File: src/rtl/mux_pipe_pkg.sv
// Shared constants and entry type for the lane-select pipe.
// Default lane count/width and the buffered entry layout.
package mux_pkg;

    localparam int MUX_N     = 3;
    localparam int MUX_WIDTH = 32;
    localparam int MUX_SEL_W = $clog2(MUX_N);

    typedef struct packed {
        logic [MUX_WIDTH-1:0] data;
        logic [MUX_SEL_W-1:0] sel;
        logic                 err;
    } entry_t;

endpackage

File: src/rtl/mux_pipe_if.sv
// Producer/consumer handshake bundle for mux_pipe.
// slave is the block side, master the driver side.
interface mux_pipe_if
    import mux_pkg::*;
#(
    parameter int N     = MUX_N,
    parameter int WIDTH = MUX_WIDTH
) ();

    localparam int SEL_W = $clog2(N);

    logic [N*WIDTH-1:0] in_data;
    logic [SEL_W-1:0]   in_sel;
    logic               in_valid;
    logic               in_ready;
    logic               flush;
    logic [WIDTH-1:0]   out_data;
    logic [SEL_W-1:0]   out_sel;
    logic               out_err;
    logic               out_valid;
    logic               out_ready;

    modport slave (
        input  in_data, in_sel, in_valid,
        input  flush, out_ready,
        output in_ready, out_data, out_sel,
        output out_err, out_valid
    );

    modport master (
        output in_data, in_sel, in_valid,
        output flush, out_ready,
        input  in_ready, out_data, out_sel,
        input  out_err, out_valid
    );

endinterface

File: src/rtl/mux_pipe_skid_fifo2.sv
// Two-entry FIFO; slot 0 is always the head.
// Flush wins over push/pop and empties the buffer.
module skid_fifo2
    import mux_pkg::*;
#(
    parameter type T = entry_t
) (
    input  logic       clk,
    input  logic       rst_n,
    input  logic       i_push,
    input  logic       i_pop,
    input  logic       i_flush,
    input  T           i_din,
    output T           o_head,
    output logic [1:0] o_count
);

    T           r_slot0;
    T           r_slot1;
    logic [1:0] r_count;
    logic       w_wr;
    logic       w_rd;

    assign w_wr    = i_push && !i_flush;
    assign w_rd    = i_pop && !i_flush;
    assign o_head  = r_slot0;
    assign o_count = r_count;

    // Slot/count update; a pop shifts slot 1 forward.
    always_ff @(posedge clk or negedge rst_n) begin
        if (!rst_n) begin
            r_count <= 2'd0;
            r_slot0 <= '0;
            r_slot1 <= '0;
        end else begin
            unique case (1'b1)
                i_flush: begin
                    r_count <= 2'd0;
                end
                w_wr && !w_rd: begin
                    if (r_count == 2'd0)
                        r_slot0 <= i_din;
                    else
                        r_slot1 <= i_din;
                    r_count <= r_count + 2'd1;
                end
                w_rd && !w_wr: begin
                    r_slot0 <= r_slot1;
                    r_count <= r_count - 2'd1;
                end
                w_wr && w_rd: begin
                    r_slot0 <= i_din;
                end
                default: ;
            endcase
        end
    end

endmodule

File: src/rtl/mux_pipe.sv
// Lane-select front end feeding a 2-entry buffer.
// Out-of-range selects capture zero data with err set.
module mux_pipe
    import mux_pkg::*;
#(
    parameter int N     = MUX_N,
    parameter int WIDTH = MUX_WIDTH
) (
    input  logic      clk,
    input  logic      rst_n,
    mux_pipe_if.slave bus
);

    localparam int SEL_W = $clog2(N);

    typedef struct packed {
        logic [WIDTH-1:0] data;
        logic [SEL_W-1:0] sel;
        logic             err;
    } ent_t;

    logic             r_live;
    logic [1:0]       w_count;
    logic [WIDTH-1:0] w_lane;
    logic             w_hit;
    logic             w_push;
    logic             w_pop;
    logic             w_busy;
    ent_t             w_din;
    ent_t             w_head;

    // Hold off acceptance until the first edge after reset.
    always_ff @(posedge clk or negedge rst_n) begin
        if (!rst_n)
            r_live <= 1'b0;
        else
            r_live <= 1'b1;
    end

    // Pick the addressed lane; no match leaves zero data.
    always_comb begin
        w_lane = '0;
        w_hit  = 1'b0;
        for (int k = 0; k < N; k++) begin
            if (bus.in_sel == SEL_W'(k)) begin
                w_lane = bus.in_data[k*WIDTH +: WIDTH];
                w_hit  = 1'b1;
            end
        end
    end

    assign w_din = '{data: w_lane,
                     sel:  bus.in_sel,
                     err:  !w_hit};

    assign bus.in_ready = r_live
                        && (w_count != 2'd2)
                        && !bus.flush;

    assign w_push = bus.in_valid && bus.in_ready;
    assign w_busy = (w_count != 2'd0);
    assign w_pop  = w_busy && bus.out_ready;

    assign bus.out_valid = w_busy;
    assign bus.out_data  = w_busy ? w_head.data : '0;
    assign bus.out_sel   = w_busy ? w_head.sel : '0;
    assign bus.out_err   = w_busy && w_head.err;

    skid_fifo2 #(
        .T (ent_t)
    ) u_fifo (
        .clk     (clk),
        .rst_n   (rst_n),
        .i_push  (w_push),
        .i_pop   (w_pop),
        .i_flush (bus.flush),
        .i_din   (w_din),
        .o_head  (w_head),
        .o_count (w_count)
    );

endmodule

File: src/flat_wrapper.sv
// flat-port wrapper written by rule: the top's interface ports become plain ports
module mux_pipe_flat import mux_pkg::*;
#(
    parameter int N     = MUX_N,
    parameter int WIDTH = MUX_WIDTH
)
  (clk, rst_n, bus_in_data, bus_in_sel, bus_in_valid, bus_flush, bus_out_ready, bus_in_ready, bus_out_data, bus_out_sel, bus_out_err, bus_out_valid);
  mux_pipe_if #(.N(N), .WIDTH(WIDTH)) bus_i ();
  input  logic clk;
  input  logic rst_n;
  input wire logic [$bits(bus_i.in_data)-1:0] bus_in_data;
  input wire logic [$bits(bus_i.in_sel)-1:0] bus_in_sel;
  input wire logic [$bits(bus_i.in_valid)-1:0] bus_in_valid;
  input wire logic [$bits(bus_i.flush)-1:0] bus_flush;
  input wire logic [$bits(bus_i.out_ready)-1:0] bus_out_ready;
  output wire logic [$bits(bus_i.in_ready)-1:0] bus_in_ready;
  output wire logic [$bits(bus_i.out_data)-1:0] bus_out_data;
  output wire logic [$bits(bus_i.out_sel)-1:0] bus_out_sel;
  output wire logic [$bits(bus_i.out_err)-1:0] bus_out_err;
  output wire logic [$bits(bus_i.out_valid)-1:0] bus_out_valid;
  assign bus_i.in_data = bus_in_data;
  assign bus_i.in_sel = bus_in_sel;
  assign bus_i.in_valid = bus_in_valid;
  assign bus_i.flush = bus_flush;
  assign bus_i.out_ready = bus_out_ready;
  assign bus_in_ready = bus_i.in_ready;
  assign bus_out_data = bus_i.out_data;
  assign bus_out_sel = bus_i.out_sel;
  assign bus_out_err = bus_i.out_err;
  assign bus_out_valid = bus_i.out_valid;
  mux_pipe #(.N(N), .WIDTH(WIDTH)) u_core (.clk(clk), .rst_n(rst_n), .bus(bus_i));
endmodule
File: config.mk
export PLATFORM = sky130hd
export DESIGN_NAME = mux_pipe_flat
export DESIGN_NICKNAME = d
export VERILOG_FILES = /design/src/rtl/mux_pipe_pkg.sv /design/src/rtl/mux_pipe_if.sv /design/src/rtl/mux_pipe_skid_fifo2.sv /design/src/rtl/mux_pipe.sv /design/src/flat_wrapper.sv
export SDC_FILE = /design/constraint.sdc
export NUM_CORES = 1
export LEC_CHECK = 0
export ABC_AREA = 1
export BUFFER_PORTS_ARGS = -buffer_cell sky130_fd_sc_hd__buf_2
export CAP_MARGIN = 0
export CORE_ASPECT_RATIO = 0.75
export CORE_MARGIN = 3
export CORE_UTILIZATION = 25
export CTS_CLUSTER_DIAMETER = 60
export DETAILED_ROUTE_END_ITERATION = 12
export REMOVE_ABC_BUFFERS = 1
export SLEW_MARGIN = 20
export SYNTH_ARGS = -nofsm -noshare
export SYNTH_HDL_FRONTEND = slang
export SYNTH_SLANG_ARGS = --single-unit
export TNS_END_PERCENT = 1
File: constraint.sdc
create_clock -name clk -period 2.5 [get_ports clk]
set_clock_uncertainty 0.15 [all_clocks]
set_input_delay 0.25 -clock clk [delete_from_list [all_inputs] [get_ports clk]]
set_output_delay 0.25 -clock clk [all_outputs]
set_load 0.05 [all_outputs]
==> flow_summary_export.csv <==
group,metric,value,unit
critical_path,worst_ep_required_time,2.52,ns
logic_synthesis,synth_xor_area_frac,0,
min_path,hp-start,"bus_flush",
grt,grt_pass1_wl,21800,um
layout,final_common_cell,"nand2_1",
layout,area_growth,29.6,%
route,drt_wl_total,13600,um
min_path,hold_depth,4,
clock_tree,clk_pin_slew_worst_paths,0.06,ns
timing,timing.final.crit_share,0.866,
timing,hold_viol,0,
floorplan,die_x,158,um
clock_tree,htreeDepth,3,
pwr,peakVddDrop,0.000271,V
grt,track_usage,0.144,
clock_tree,clock_sinks,73,
floorplan,core_area,16500,sq um
logic_synthesis,synth-seq-area-share,0.422,
grt,antenna_found_initial,0,
logic_synthesis,ys.flop_type,"dfrtp_1",
critical_path,reg2reg_slack,0.34,ns
clock_tree,clk_latency,0.33,ns
critical_path,r2r-start,"u_core.u_fifo.o_count[1]",
clock_tree,ctsResizeCount,0,
logic_synthesis,netlist_instances,655,
layout,diodes,0,
critical_path,cp-start-kind,"register",
floorplan,start_util,0.263,
logic_synthesis,synth_warnings,0,
layout,mostFrequentLayoutCells,"244 x nand2_1, 138 x buf_2, 100 x nand3_1, 100 x nor2_1, 73 x dfrtp_1",
timing,maxSlewHeadroom,0.499,
route,wire_per_inst,13.6,um
min_path,min_to,"u_core.u_fifo.o_count[0]",
critical_path,arrival,2.19,ns
critical_path,crit_path_end_kind,"register",
route,drc,0,
logic_synthesis,synth-compound-area-share,0.0107,
critical_path,worstSetupPathType,"register to register",
logic_synthesis,async_flop_share,1.00,
timing,rsz0062_at_grt,"no",
status,status,"complete, no violations",
clock_tree,root_buffer,"clkbuf_16",
place,place.gp.congestion,0.740,
grt,first_global_vias,4314,
pwr,leakage,3.32,nW
logic_synthesis,synthAdderAreaFrac,0.00868,
layout,fill_cells,1791,
critical_path,r2r_end,"u_core.u_fifo.r_slot1[0]",
logic_synthesis,synth_seq_cells,73,
clock_tree,cts_buffers,9,
route,vias,4577,
place,numPortBuffers,139,
place,dp_hpwl,9420,um
floorplan,dieArea,18900,sq um
timing,worst_slack,0.335,ns
run,drv_cap,0,
place,placed_cells,980,
route,vias_per_cell,4.59,
layout,drive_above_1_share,0.227,
logic_synthesis,syn_area,4330,sq um
grt,grt_max_degree,40,
timing,layout_min_cycle_time,2.16,ns
pwr,p_per_area,755,nW/um^2
logic_synthesis,synth_enable_flop_cells,0,
logic_synthesis,syn_area_per_cell,6.61,sq um
timing,slew_viol_final,0,
route,drtPass1Iterations,4,
timing,worst_slew_pin_slew,0.751,ns
logic_synthesis,yosys-mux-area-fraction,0,
place,dpl_worst_slack,0.336,ns
clock_tree,cts_tree,"built",
floorplan,die_h,120,um
critical_path,cp_max_fo,20,
route,dr.first_iter.drc_count,246,
logic_synthesis,synthSimpleGateAreaFrac,0.469,
grt,overflow,0,
layout,stdcell_count,997,
timing,timing.fmax,462,MHz
clock_tree,clock_path_buffers,2,
clock_tree,hold_buffers,1,
floorplan,num_rows,40,
timing,setup_violations,0,
clock_tree,postCtsSetupRepairBufs,0,
logic_synthesis,synth_cell_types,23,
critical_path,r2r_cells,10,
route,antenna_left,0,
min_path,hp-class,"input pin to register",
floorplan,pin_count,140,
logic_synthesis,synth_top_family_by_area,"simple AND/OR/NAND/NOR gates",
layout,fin_nets,888,
==> worst max path at each step <==
| stage | slack (ns) | from | to |
|---|---|---|---|
| global route | 0.14 | u_core.u_fifo.o_count[0] | u_core.u_fifo.o_head[2] |
| detailed placement | 0.34 | u_core.u_fifo.o_count[1] | u_core.u_fifo.r_slot1[0] |
| global placement | 0.40 | u_core.u_fifo.o_count[1] | u_core.u_fifo.r_slot1[0] |
| CTS | 0.32 | u_core.u_fifo.o_count[1] | u_core.u_fifo.r_slot1[0] |
| finish | 0.34 | u_core.u_fifo.o_count[1] | u_core.u_fifo.r_slot1[0] |
| floorplan | -0.90 | u_core.u_fifo.o_count[1] | u_core.u_fifo.o_count[1] |
==> critical path, cell delays in order (launching register included) <==
cell and delay (ns):
dfrtp_1 0.46, inv_2 0.06, nand2_2 0.11, nand3_1 0.13, ha_1 0.27, nand2_4 0.09, buf_4 0.24, clkinv_1 0.11
buf_4 0.21, nand2_1 0.09, o22ai_1 0.07
==> layout make-up <==
class | instances | area (sq um) | area share
well taps | 210 | 263 | 0.0469
flip-flops and latches | 73 | 1830 | 0.326
inverters | 47 | 176 | 0.0315
repair buffers | 156 | 878 | 0.157
clock inverters | 4 | 73.8 | 0.0132
multi-input cells | 495 | 2130 | 0.380
clock buffers | 12 | 256 | 0.0458
==> power breakdown <==
group | internal [mW] | switching (mW) | total [mW]
clock | 0.931 | 0.493 | 1.42
combinational | 0.381 | 0.708 | 1.09
sequential | 1.53 | 0.186 | 1.72
==> Yosys cell counts (2+ instances only) <==
cell / number / area share
nand2_1: 244 / 0.21
nor2_1: 101 / 0.088
nand3_1: 100 / 0.12
dfrtp_1: 73 / 0.42
inv_1: 43 / 0.037
nand4_1: 32 / 0.046
buf_2: 17 / 0.020
clkbuf_1: 13 / 0.011
buf_4: 5 / 0.0087
o21ai_0: 4 / 0.0046
buf_1: 3 / 0.0026
ha_1: 3 / 0.0087
inv_2: 3 / 0.0026
o21ai_1: 3 / 0.0035
buf_6: 2 / 0.0052
nand2_2: 2 / 0.0029
==> kinds of logic (layout without fill, tap and decap cells) <==
logic type      count (synthesis)  after routing
compound gates                  9              9
fa+ha+maj                       3              3
buf+inv                        87            219
flops                          73             73
other cells                     1              1
simple gates                  482            482
==> metrics by stage <==
step / hold slack (ns) / utilization / power [mW] / setup TNS [ns] / cell area, sq um
floorplan: -0.196 / - / 2.43 / -36.51 / 4120
global placement: 0.0961 / 0.320 / 2.82 / 0 / 5270
detailed placement: 0.0915 / 0.320 / 2.83 / 0 / 5270
CTS: 0.0483 / 0.340 / 4.29 / 0 / 5610
global route: 0.0607 / 0.340 / 4.53 / 0 / 5610
finish: 0.0646 / 0.340 / 4.23 / 0 / 5610
==> routing by layer <==
layer  global-route usage  vias up  routed length, um
met4               0.0320        0                150
met5                    0        -                  0
met2                0.222      164               5950
li1                     -     2337                  -
met1                0.203     2062               6490
met3               0.0360       14               1010
==> flip-flops by register name (all words and copies together) (netlist names) <==
| name | cells |
|---|---|
| u_core.u_fifo.o_head | 35 |
| u_core.u_fifo.o_count | 2 |
| u_core.r_live | 1 |
| u_core.u_fifo.r_slot1 | 35 |
No activity file was read; power rests on OpenSTA's default activity.
